==> src/rtl/cpu_defs_pkg.sv <==
// Shared LoongArch pipeline definitions: exception codes, EX_ZIP bundle layout
// and CSR index width, imported by the write-back stage and its encoder.
package cpu_defs;

  localparam int EX_ZIP_W  = 86;
  localparam int ECODE_W   = 6;
  localparam int CSR_NUM_W = 14;

  // EX_ZIP layout: {csr_we, csr_wmask, csr_wvalue, csr_num, ertn, has_int, adef, sys, brk, ine, ale}
  localparam int ZIP_ALE            = 0;
  localparam int ZIP_INE            = 1;
  localparam int ZIP_BRK            = 2;
  localparam int ZIP_SYS            = 3;
  localparam int ZIP_ADEF           = 4;
  localparam int ZIP_HAS_INT        = 5;
  localparam int ZIP_ERTN           = 6;
  localparam int ZIP_CSR_NUM_LSB    = 7;
  localparam int ZIP_CSR_NUM_MSB    = 20;
  localparam int ZIP_CSR_WVALUE_LSB = 21;
  localparam int ZIP_CSR_WVALUE_MSB = 52;
  localparam int ZIP_CSR_WMASK_LSB  = 53;
  localparam int ZIP_CSR_WMASK_MSB  = 84;
  localparam int ZIP_CSR_WE         = 85;

  localparam logic [5:0] ECODE_INT  = 6'h00;
  localparam logic [5:0] ECODE_ADEF = 6'h08;
  localparam logic [5:0] ECODE_ALE  = 6'h09;
  localparam logic [5:0] ECODE_SYS  = 6'h0B;
  localparam logic [5:0] ECODE_BRK  = 6'h0C;
  localparam logic [5:0] ECODE_INE  = 6'h0D;

  typedef enum logic [1:0] {
    VADDR_NONE = 2'd0,
    VADDR_PC   = 2'd1,
    VADDR_DATA = 2'd2
  } vaddr_sel_e;

  function automatic logic zip_has_ex(input logic [5:0] ex_bits);
    return |ex_bits;
  endfunction

endpackage

==> src/rtl/wb_stage_ecode_enc.sv <==
// Priority encoder turning the six exception flags of EX_ZIP into an ecode
// and choosing which value reports the bad virtual address.
module wb_ecode_enc
  import cpu_defs::*;
#(
  parameter int ECODE_W = 6
) (
  input  logic [5:0]         ex_bits,
  output logic [ECODE_W-1:0] ecode,
  output vaddr_sel_e         vaddr_sel
);

  always_comb begin
    ecode = '0;
    if (ex_bits[ZIP_HAS_INT])   ecode = ECODE_W'(ECODE_INT);
    else if (ex_bits[ZIP_ADEF]) ecode = ECODE_W'(ECODE_ADEF);
    else if (ex_bits[ZIP_INE])  ecode = ECODE_W'(ECODE_INE);
    else if (ex_bits[ZIP_SYS])  ecode = ECODE_W'(ECODE_SYS);
    else if (ex_bits[ZIP_BRK])  ecode = ECODE_W'(ECODE_BRK);
    else if (ex_bits[ZIP_ALE])  ecode = ECODE_W'(ECODE_ALE);
  end

  // A fetch fault reports the PC; a misaligned access reports the data address.
  always_comb begin
    vaddr_sel = VADDR_NONE;
    if (ex_bits[ZIP_ADEF])     vaddr_sel = VADDR_PC;
    else if (ex_bits[ZIP_ALE]) vaddr_sel = VADDR_DATA;
  end

endmodule

==> src/rtl/wb_stage.sv <==
// Write-back stage: commits GPR/CSR writes, raises exception/ertn flushes and
// drives the debug trace. WB_PERF_CNT_EN adds retired/trap counters.
module wb_stage
  import cpu_defs::*;
#(
  parameter int EX_ZIP_W = 86,
  parameter int ECODE_W  = 6
) (
  input  logic                 clk,
  input  logic                 reset,
  input  logic                 ms_to_ws_valid,
  output logic                 ws_allowin,
  input  logic [31:0]          ms_pc,
  input  logic                 ms_rf_we,
  input  logic [4:0]           ms_rf_waddr,
  input  logic [31:0]          ms_rf_wdata,
  input  logic                 ms_csr_re,
  input  logic [EX_ZIP_W-1:0]  ms_ex_zip,
  input  logic [31:0]          csr_rvalue,
  output logic [13:0]          csr_num,
  output logic                 csr_we,
  output logic [31:0]          csr_wmask,
  output logic [31:0]          csr_wvalue,
  output logic                 wb_ex,
  output logic                 wb_ertn,
  output logic [ECODE_W-1:0]   wb_ecode,
  output logic [8:0]           wb_esubcode,
  output logic [31:0]          wb_pc,
  output logic [31:0]          wb_vaddr,
  output logic                 rf_we,
  output logic [4:0]           rf_waddr,
  output logic [31:0]          rf_wdata,
`ifdef WB_PERF_CNT_EN
  output logic [63:0]          perf_retired,
  output logic [31:0]          perf_trap,
`endif
  output logic [31:0]          debug_wb_pc,
  output logic [3:0]           debug_wb_rf_we,
  output logic [4:0]           debug_wb_rf_wnum,
  output logic [31:0]          debug_wb_rf_wdata
);

  // Handshake: ms_to_ws_valid transfers an instruction on a clock edge when
  // ws_allowin is high; WB never back-pressures, so every offer is taken.
  logic                ws_valid_q, ws_valid_d;
  logic [31:0]         ws_pc_q, ws_pc_d;
  logic                ws_rf_we_q, ws_rf_we_d;
  logic [4:0]          ws_rf_waddr_q, ws_rf_waddr_d;
  logic [31:0]         ws_rf_wdata_q, ws_rf_wdata_d;
  logic                ws_csr_re_q, ws_csr_re_d;
  logic [EX_ZIP_W-1:0] ws_zip_q, ws_zip_d;

  logic               ws_ex;
  logic               zip_ertn;
  logic               accept;
  logic [ECODE_W-1:0] enc_ecode;
  vaddr_sel_e         enc_vaddr_sel;

  assign ws_allowin = 1'b1;
  assign accept     = ms_to_ws_valid & ws_allowin;

  always_comb begin
    ws_valid_d    = ms_to_ws_valid;
    ws_pc_d       = ws_pc_q;
    ws_rf_we_d    = ws_rf_we_q;
    ws_rf_waddr_d = ws_rf_waddr_q;
    ws_rf_wdata_d = ws_rf_wdata_q;
    ws_csr_re_d   = ws_csr_re_q;
    ws_zip_d      = ws_zip_q;
    // A flush kills whatever MEM offers in the same cycle.
    if (wb_ex || wb_ertn) ws_valid_d = 1'b0;
    if (accept) begin
      ws_pc_d       = ms_pc;
      ws_rf_we_d    = ms_rf_we;
      ws_rf_waddr_d = ms_rf_waddr;
      ws_rf_wdata_d = ms_rf_wdata;
      ws_csr_re_d   = ms_csr_re;
      ws_zip_d      = ms_ex_zip;
    end
  end

  always_ff @(posedge clk) begin
    if (reset) begin
      ws_valid_q    <= 1'b0;
      ws_pc_q       <= '0;
      ws_rf_we_q    <= 1'b0;
      ws_rf_waddr_q <= '0;
      ws_rf_wdata_q <= '0;
      ws_csr_re_q   <= 1'b0;
      ws_zip_q      <= '0;
    end else begin
      ws_valid_q    <= ws_valid_d;
      ws_pc_q       <= ws_pc_d;
      ws_rf_we_q    <= ws_rf_we_d;
      ws_rf_waddr_q <= ws_rf_waddr_d;
      ws_rf_wdata_q <= ws_rf_wdata_d;
      ws_csr_re_q   <= ws_csr_re_d;
      ws_zip_q      <= ws_zip_d;
    end
  end

  wb_ecode_enc #(
    .ECODE_W (ECODE_W)
  ) u_ecode_enc (
    .ex_bits   (ws_zip_q[ZIP_HAS_INT:ZIP_ALE]),
    .ecode     (enc_ecode),
    .vaddr_sel (enc_vaddr_sel)
  );

  assign zip_ertn = ws_zip_q[ZIP_ERTN];
  assign ws_ex    = ws_valid_q & zip_has_ex(ws_zip_q[ZIP_HAS_INT:ZIP_ALE]);

  always_comb begin
    wb_ex       = ws_ex;
    wb_ertn     = ws_valid_q & zip_ertn & ~ws_ex;
    wb_ecode    = enc_ecode;
    wb_esubcode = '0;
    wb_pc       = ws_pc_q;
    wb_vaddr    = '0;
    case (enc_vaddr_sel)
      VADDR_PC:   wb_vaddr = ws_pc_q;
      VADDR_DATA: wb_vaddr = ws_rf_wdata_q;
      default:    wb_vaddr = '0;
    endcase
  end

  // Trapping or returning instructions leave architectural GPR state untouched.
  always_comb begin
    rf_we      = ws_valid_q & ws_rf_we_q & ~ws_ex & ~zip_ertn;
    rf_waddr   = ws_rf_waddr_q;
    rf_wdata   = ws_csr_re_q ? csr_rvalue : ws_rf_wdata_q;
    csr_we     = ws_valid_q & ws_zip_q[ZIP_CSR_WE] & ~ws_ex;
    csr_num    = ws_zip_q[ZIP_CSR_NUM_MSB:ZIP_CSR_NUM_LSB];
    csr_wmask  = ws_zip_q[ZIP_CSR_WMASK_MSB:ZIP_CSR_WMASK_LSB];
    csr_wvalue = ws_zip_q[ZIP_CSR_WVALUE_MSB:ZIP_CSR_WVALUE_LSB];
  end

  always_comb begin
    debug_wb_pc       = ws_pc_q;
    debug_wb_rf_we    = {4{rf_we}};
    debug_wb_rf_wnum  = rf_waddr;
    debug_wb_rf_wdata = rf_wdata;
  end

`ifdef WB_PERF_CNT_EN
  logic [63:0] perf_retired_q, perf_retired_d;
  logic [31:0] perf_trap_q, perf_trap_d;

  always_comb begin
    perf_retired_d = perf_retired_q;
    perf_trap_d    = perf_trap_q;
    if (ws_valid_q && !ws_ex) perf_retired_d = perf_retired_q + 64'd1;
    if (wb_ex)                perf_trap_d    = perf_trap_q + 32'd1;
  end

  always_ff @(posedge clk) begin
    if (reset) begin
      perf_retired_q <= '0;
      perf_trap_q    <= '0;
    end else begin
      perf_retired_q <= perf_retired_d;
      perf_trap_q    <= perf_trap_d;
    end
  end

  assign perf_retired = perf_retired_q;
  assign perf_trap    = perf_trap_q;
`endif

endmodule

==> config.mk <==
export PLATFORM = sky130hd
export DESIGN_NAME = wb_stage
export DESIGN_NICKNAME = d
export VERILOG_FILES = /design/src/rtl/cpu_defs_pkg.sv /design/src/rtl/wb_stage_ecode_enc.sv /design/src/rtl/wb_stage.sv
export SDC_FILE = /design/constraint.sdc
export NUM_CORES = 1
export LEC_CHECK = 0
export CAP_MARGIN = 40
export CORE_AREA = 8 8 173 175
export DETAILED_ROUTE_END_ITERATION = 6
export DIE_AREA = 0 0 181 183
export GPL_TIMING_DRIVEN = 0
export HOLD_SLACK_MARGIN = 0.02
export SKIP_CTS_REPAIR_TIMING = 1
export SYNTH_ARGS = -nofsm -noshare
export SYNTH_HDL_FRONTEND = slang
export SYNTH_SLANG_ARGS = --single-unit
==> constraint.sdc <==
create_clock -name clk -period 5.2 [get_ports clk]
set_input_delay 1.04 -clock clk [delete_from_list [all_inputs] [get_ports clk]]
set_output_delay 1.04 -clock clk [all_outputs]
set_load 0.005 [all_outputs]
# After elaboration in Yosys (flattened, before gate mapping)
# Cells that the tools add are included.
# W data, S select, Z words.
# op_classes
reduce_logical	3
n_eq_ne	2
mux	10
bitwise_logic	10
# op_table
operator	n
$pmux W32 S2	1
$mux W32	1
$mux W6	5
$and A1 B1 Y1	8
$reduce_or A6 Y1	1
$mux W2	2
$mux W4	1
$eq A2 B1 Y1 const B	1
$eq A2 B2 Y1 const B	1
$not A1 Y1	2
$reduce_or A2 Y1	1
$logic_or A1 B1 Y1	1
# totals
ff_bits	158
in_bits	192
out_inout_bits	272
wordCells	32

# Longest topological paths before layout
# depth
ltp_word	6
mapped_depth	5
depth_no_buf	3

# By module
# From an unflattened synthesis, not the netlist that was laid out.
# unflattened
cells_unflattened	811
area_unflattened_um2	7736.2
# modules_own_cells
module	cells_each	instances	area_per_inst_um2	seq_area_each_um2
wb_stage	797	1	7637.3	3163.0
wb_ecode_enc	14	1	98.8	0.0

# Worst setup path before layout
# Ideal clock, no wire load.
# synth_timing
path_kind	reg-to-output
from	register ws_zip_q[0]
to	output debug_wb_rf_we[0]
t_arrival_ns	1.457
required_time_ns	4.160
stages_incl_launch_ff	5
setup_slack_ns	2.703
n_path_buf	1
cell_sequence	dfxtp_1 > or4_4 > nor3_2 > and4b_1 > buf_4
# synth_via
elab_chain_cells	5
# synth_rtl
item	line	rtl
start: declaration	wb_stage.sv:51	logic [EX_ZIP_W-1:0] ws_zip_q, ws_zip_d;
start signal: assignment	wb_stage.sv:98	ws_zip_q <= ws_zip_d;
$reduce_or A6 Y1	cpu_defs_pkg.sv:39	return |ex_bits;
$and A1 B1 Y1	wb_stage.sv:111	assign ws_ex = ws_valid_q & zip_has_ex(ws_zip_q[ZIP_HAS_INT:ZIP_ALE]);
$not A1 Y1	wb_stage.sv:129	rf_we = ws_valid_q & ws_rf_we_q & ~ws_ex & ~zip_ertn;
$and A1 B1 Y1 (2 in a row)	wb_stage.sv:129	
end: declaration	wb_stage.sv:38	output logic [3:0] debug_wb_rf_we,
# Every way passes these cells.

# Final worst setup path
# layout_timing
from	register ws_csr_re_q
to	output rf_wdata[19]
# layout_via
elab_chain_cells	1
# layout_rtl
item	line	rtl
start: declaration	wb_stage.sv:50	logic ws_csr_re_q, ws_csr_re_d;
start signal: assignment	wb_stage.sv:97	ws_csr_re_q <= ws_csr_re_d;
$mux W32	wb_stage.sv:131	rf_wdata = ws_csr_re_q ? csr_rvalue : ws_rf_wdata_q;
end: declaration	wb_stage.sv:32	output logic [31:0] rf_wdata,
# Every way passes these cells.

==> flow_summary.ini <==
[global_route]
grt_start_max_net_pins = 17
first_global_vias = 6886
aggregate_global_routing_overflow = 0
gr-usage-all-layers_pct = 18.3
grt_pass1_wl_um = 45900
initial_antenna_violation_count = 0

[clocking]
clk_transition_reported_paths_ns = 0.07
tritoncts = built
clock_insertion_delay_worst_skew_ns = 0.43
htree_levels = 4
cts_inserted_buffers = 17
cts_root_buffer = clkbuf_16
max-clock-path-buffers = 2
clock-sinks = 158

[setup_path]
setup.worst_path.end_class = output port
critical_path_required_ns = 4.16
setup.worst_path.start_class = flop
crit_fanout = 10
cp.arrival_ns = 2.61
setup.worst_path.class = reg -> out

[synth]
synth.ff_latch_count = 158
synth_compound_gate_area_share_pct = 4.05
synth_xor_xnor_area_share_pct = 0
yosysTopAreaCell = dfxtp_1
post_synth.cell_area_avg_sq_um = 9.81
synth_top_family_by_area = multiplexers
cell_area_after_synthesis_sq_mm = 0.00753
yosys.area_share.simple_pct = 9.14
syn-instance-count = 768
synth_fa_ha_area_share_pct = 0
seq_area_frac_synth_pct = 42.0
post_synth_main_area_contributors = dfxtp_1, mux2i_1, buf_4
synth_top_area_share_pct = 42.0
yosys_warnings = 0
post_synth_mux_area_share_pct = 25.6
yosysUniqueCellTypes = 24

[sta]
max_clock_skew_ns = 0.00142
timing_max_transition_violations_final = 0
slew-limit-headroom_pct = 52.8
min_period_over_period_pct = 70.1
fmaxAchievable_mhz = 274
setup_repair_after_global_routing_missed_its_margin = false
fin_setup_tns_ns = 0
timing.final.hold_violations = 0
worstMarginPinSlew_ns = 0.708
period_needed_ns = 3.65
finalSetupViolations = 0

[status]
outcome = completed

[routing]
ant_nets = 0
postRouteWirelength_um = 31500
routedWlPerCell_um = 19.6
routed_via_density = 4.19
dr.pass1.iters = 4
number_of_remaining_drc_errors = 0
drt_iter0_drc = 200
via_count = 6727

[die]
die_height_um = 183
die-width_um = 181
initial_utilization_pct = 27.6
fp.dieArea_sq_mm = 0.0331
io_pins = 464
placement_rows = 61
core_area_sq_mm = 0.0273

[power]
peakVddDrop_v = 0.000161
clock_power_share_pct = 36.4
power_mw = 3.34
power_per_cell_area_mw_per_mm2 = 256
total_leakage_power_nw = 5.79
intPower_mw = 2.44
power_frac_seq_pct = 40.2
power_frac_comb_pct = 23.4
swShare_pct = 27.1
p_switching_mw = 0.907

[placed_design]
dp.final_hpwl_um = 25700
gpl.final_weighted_congestion = 0.777
buffer_ports.inserted = 449
placed_area_sq_mm = 0.0125

[flow_run]
maxCapViolations = 0

[final_layout]
post_route_cells_drive_above_1_share_pct = 20.1
finalNetCount = 1440
finalInstanceArea_sq_mm = 0.0131
synthToLayoutAreaGrowth_pct = 73.6
n_fill_cell = 2646

[min_path]
min-delay-path-class = reg -> reg
==> power by group through the flow <==
stage               combinational (mW)  sequential (mW)  clock (mW)
CTS                              0.798             1.34        1.26
finish                           0.783             1.34        1.22
global route                     0.844             1.35        1.30
floorplan                        0.327             1.35           0
detailed placement               0.793             1.37           0
global placement                 0.786             1.37           0
==> kinds of logic (layout without fill, tap and decap cells) <==
logic type,count (synthesis),after routing
DFF,158,158
other,2,13
muxes,189,189
buffers and inverters,212,694
and+or+nand+nor,172,172
AOI/OAI and AO/OA,35,35
==> per-layer routing <==
metal	GRT usage, %	routed length (um)	vias up
li1	-	-	3341
met1	20.8	12700	3082
met2	32.6	15700	282
met3	6.81	2690	22
met4	3.97	381	0
met5	0	0	-
==> cell usage after synthesis <==
cell and n:
or4_4 1, dfxtp_1 158, clkbuf_1 23, inv_1 2, and3_2 2, and3b_1 1
buf_1 3, and4b_1 1, a21oi_1 1, nor4_1 1, nor3_2 1, o41ai_2 1
buf_2 20, nand2_1 2, nor2_1 159, o21ai_0 1, mux2_2 32, nor2b_1 2
nor3_1 2, buf_4 164, conb_1 2, a211oi_1 1, mux2i_1 157, a22o_1 31
==> layout by cell type (no fill, tap or decap), types with 2 or more instances in the layout <==
master / count
nor3_1: 2
conb_1: 12
clkbuf_1: 24
mux2i_1: 157
buf_2: 20
clkbuf_16: 17
inv_8: 3
nand2_1: 2
a22o_1: 31
buf_4: 164
inv_6: 7
dfxtp_1: 158
nor2b_1: 2
mux2_2: 32
buf_1: 3
and3_2: 2
clkdlybuf4s50_1: 449
nor2_1: 159
inv_1: 2
clkinv_4: 2
==> metrics by stage <==
step | util [%] | setup WS, ns | hold WS, ns | instances
after CTS | 47.8 | 1.41 | 0.501 | 1606
after detailed placement | 45.8 | 1.79 | 0.482 | 1575
final | 47.9 | 1.55 | 0.495 | 1607
after global routing | 47.8 | 1.39 | 0.516 | 1606
after floorplan | - | 2.70 | 0.451 | 778
after global placement | 45.7 | 1.78 | 0.474 | 1573
==> area by class of cell <==
type	instances	area (sq um)	area share (%)
clock inverters	13	120	0.919
flip-flops and latches	158	3160	24.2
plain buffers	210	1430	10.9
clock buffers	18	429	3.28
multi-input cells	408	2970	22.7
well taps	346	433	3.31
diodes	1	2.50	0.0191
inverters	2	7.51	0.0574
repair buffers	451	4520	34.6
==> path summary, 6_finish.rpt <==
| kind | cells past startpoint | from | to | slack, ns |
|---|---|---|---|---|
| hold reg to reg | 2 | ws_zip_q[14] | ws_zip_q[14] | 0.50 |
| hold / removal | 2 | ws_zip_q[14] | ws_zip_q[14] | 0.50 |
| setup reg to reg | 4 | ws_zip_q[4] | ws_zip_q[4] | 3.67 |
| setup / recovery | 5 | ws_csr_re_q | rf_wdata[19] | 1.55 |
==> state kept, by name (all words and copies together) (netlist names) <==
| name | count |
|---|---|
| ws_rf_wdata_q | 32 |
| debug_wb_pc | 32 |
| ws_rf_we_q | 1 |
| ws_zip_q | 86 |
| debug_wb_rf_wnum | 5 |
| ws_csr_re_q | 1 |
| ws_valid_q | 1 |
==> worst max-delay path, cell delays in order (launching register included) <==
cell and delay, ns:
dfxtp_1 0.31, clkbuf_1 0.39, buf_2 0.47, mux2_2 0.43, buf_4 0.14, clkdlybuf4s50_1 0.44
(Power assumes the default switching activity.)
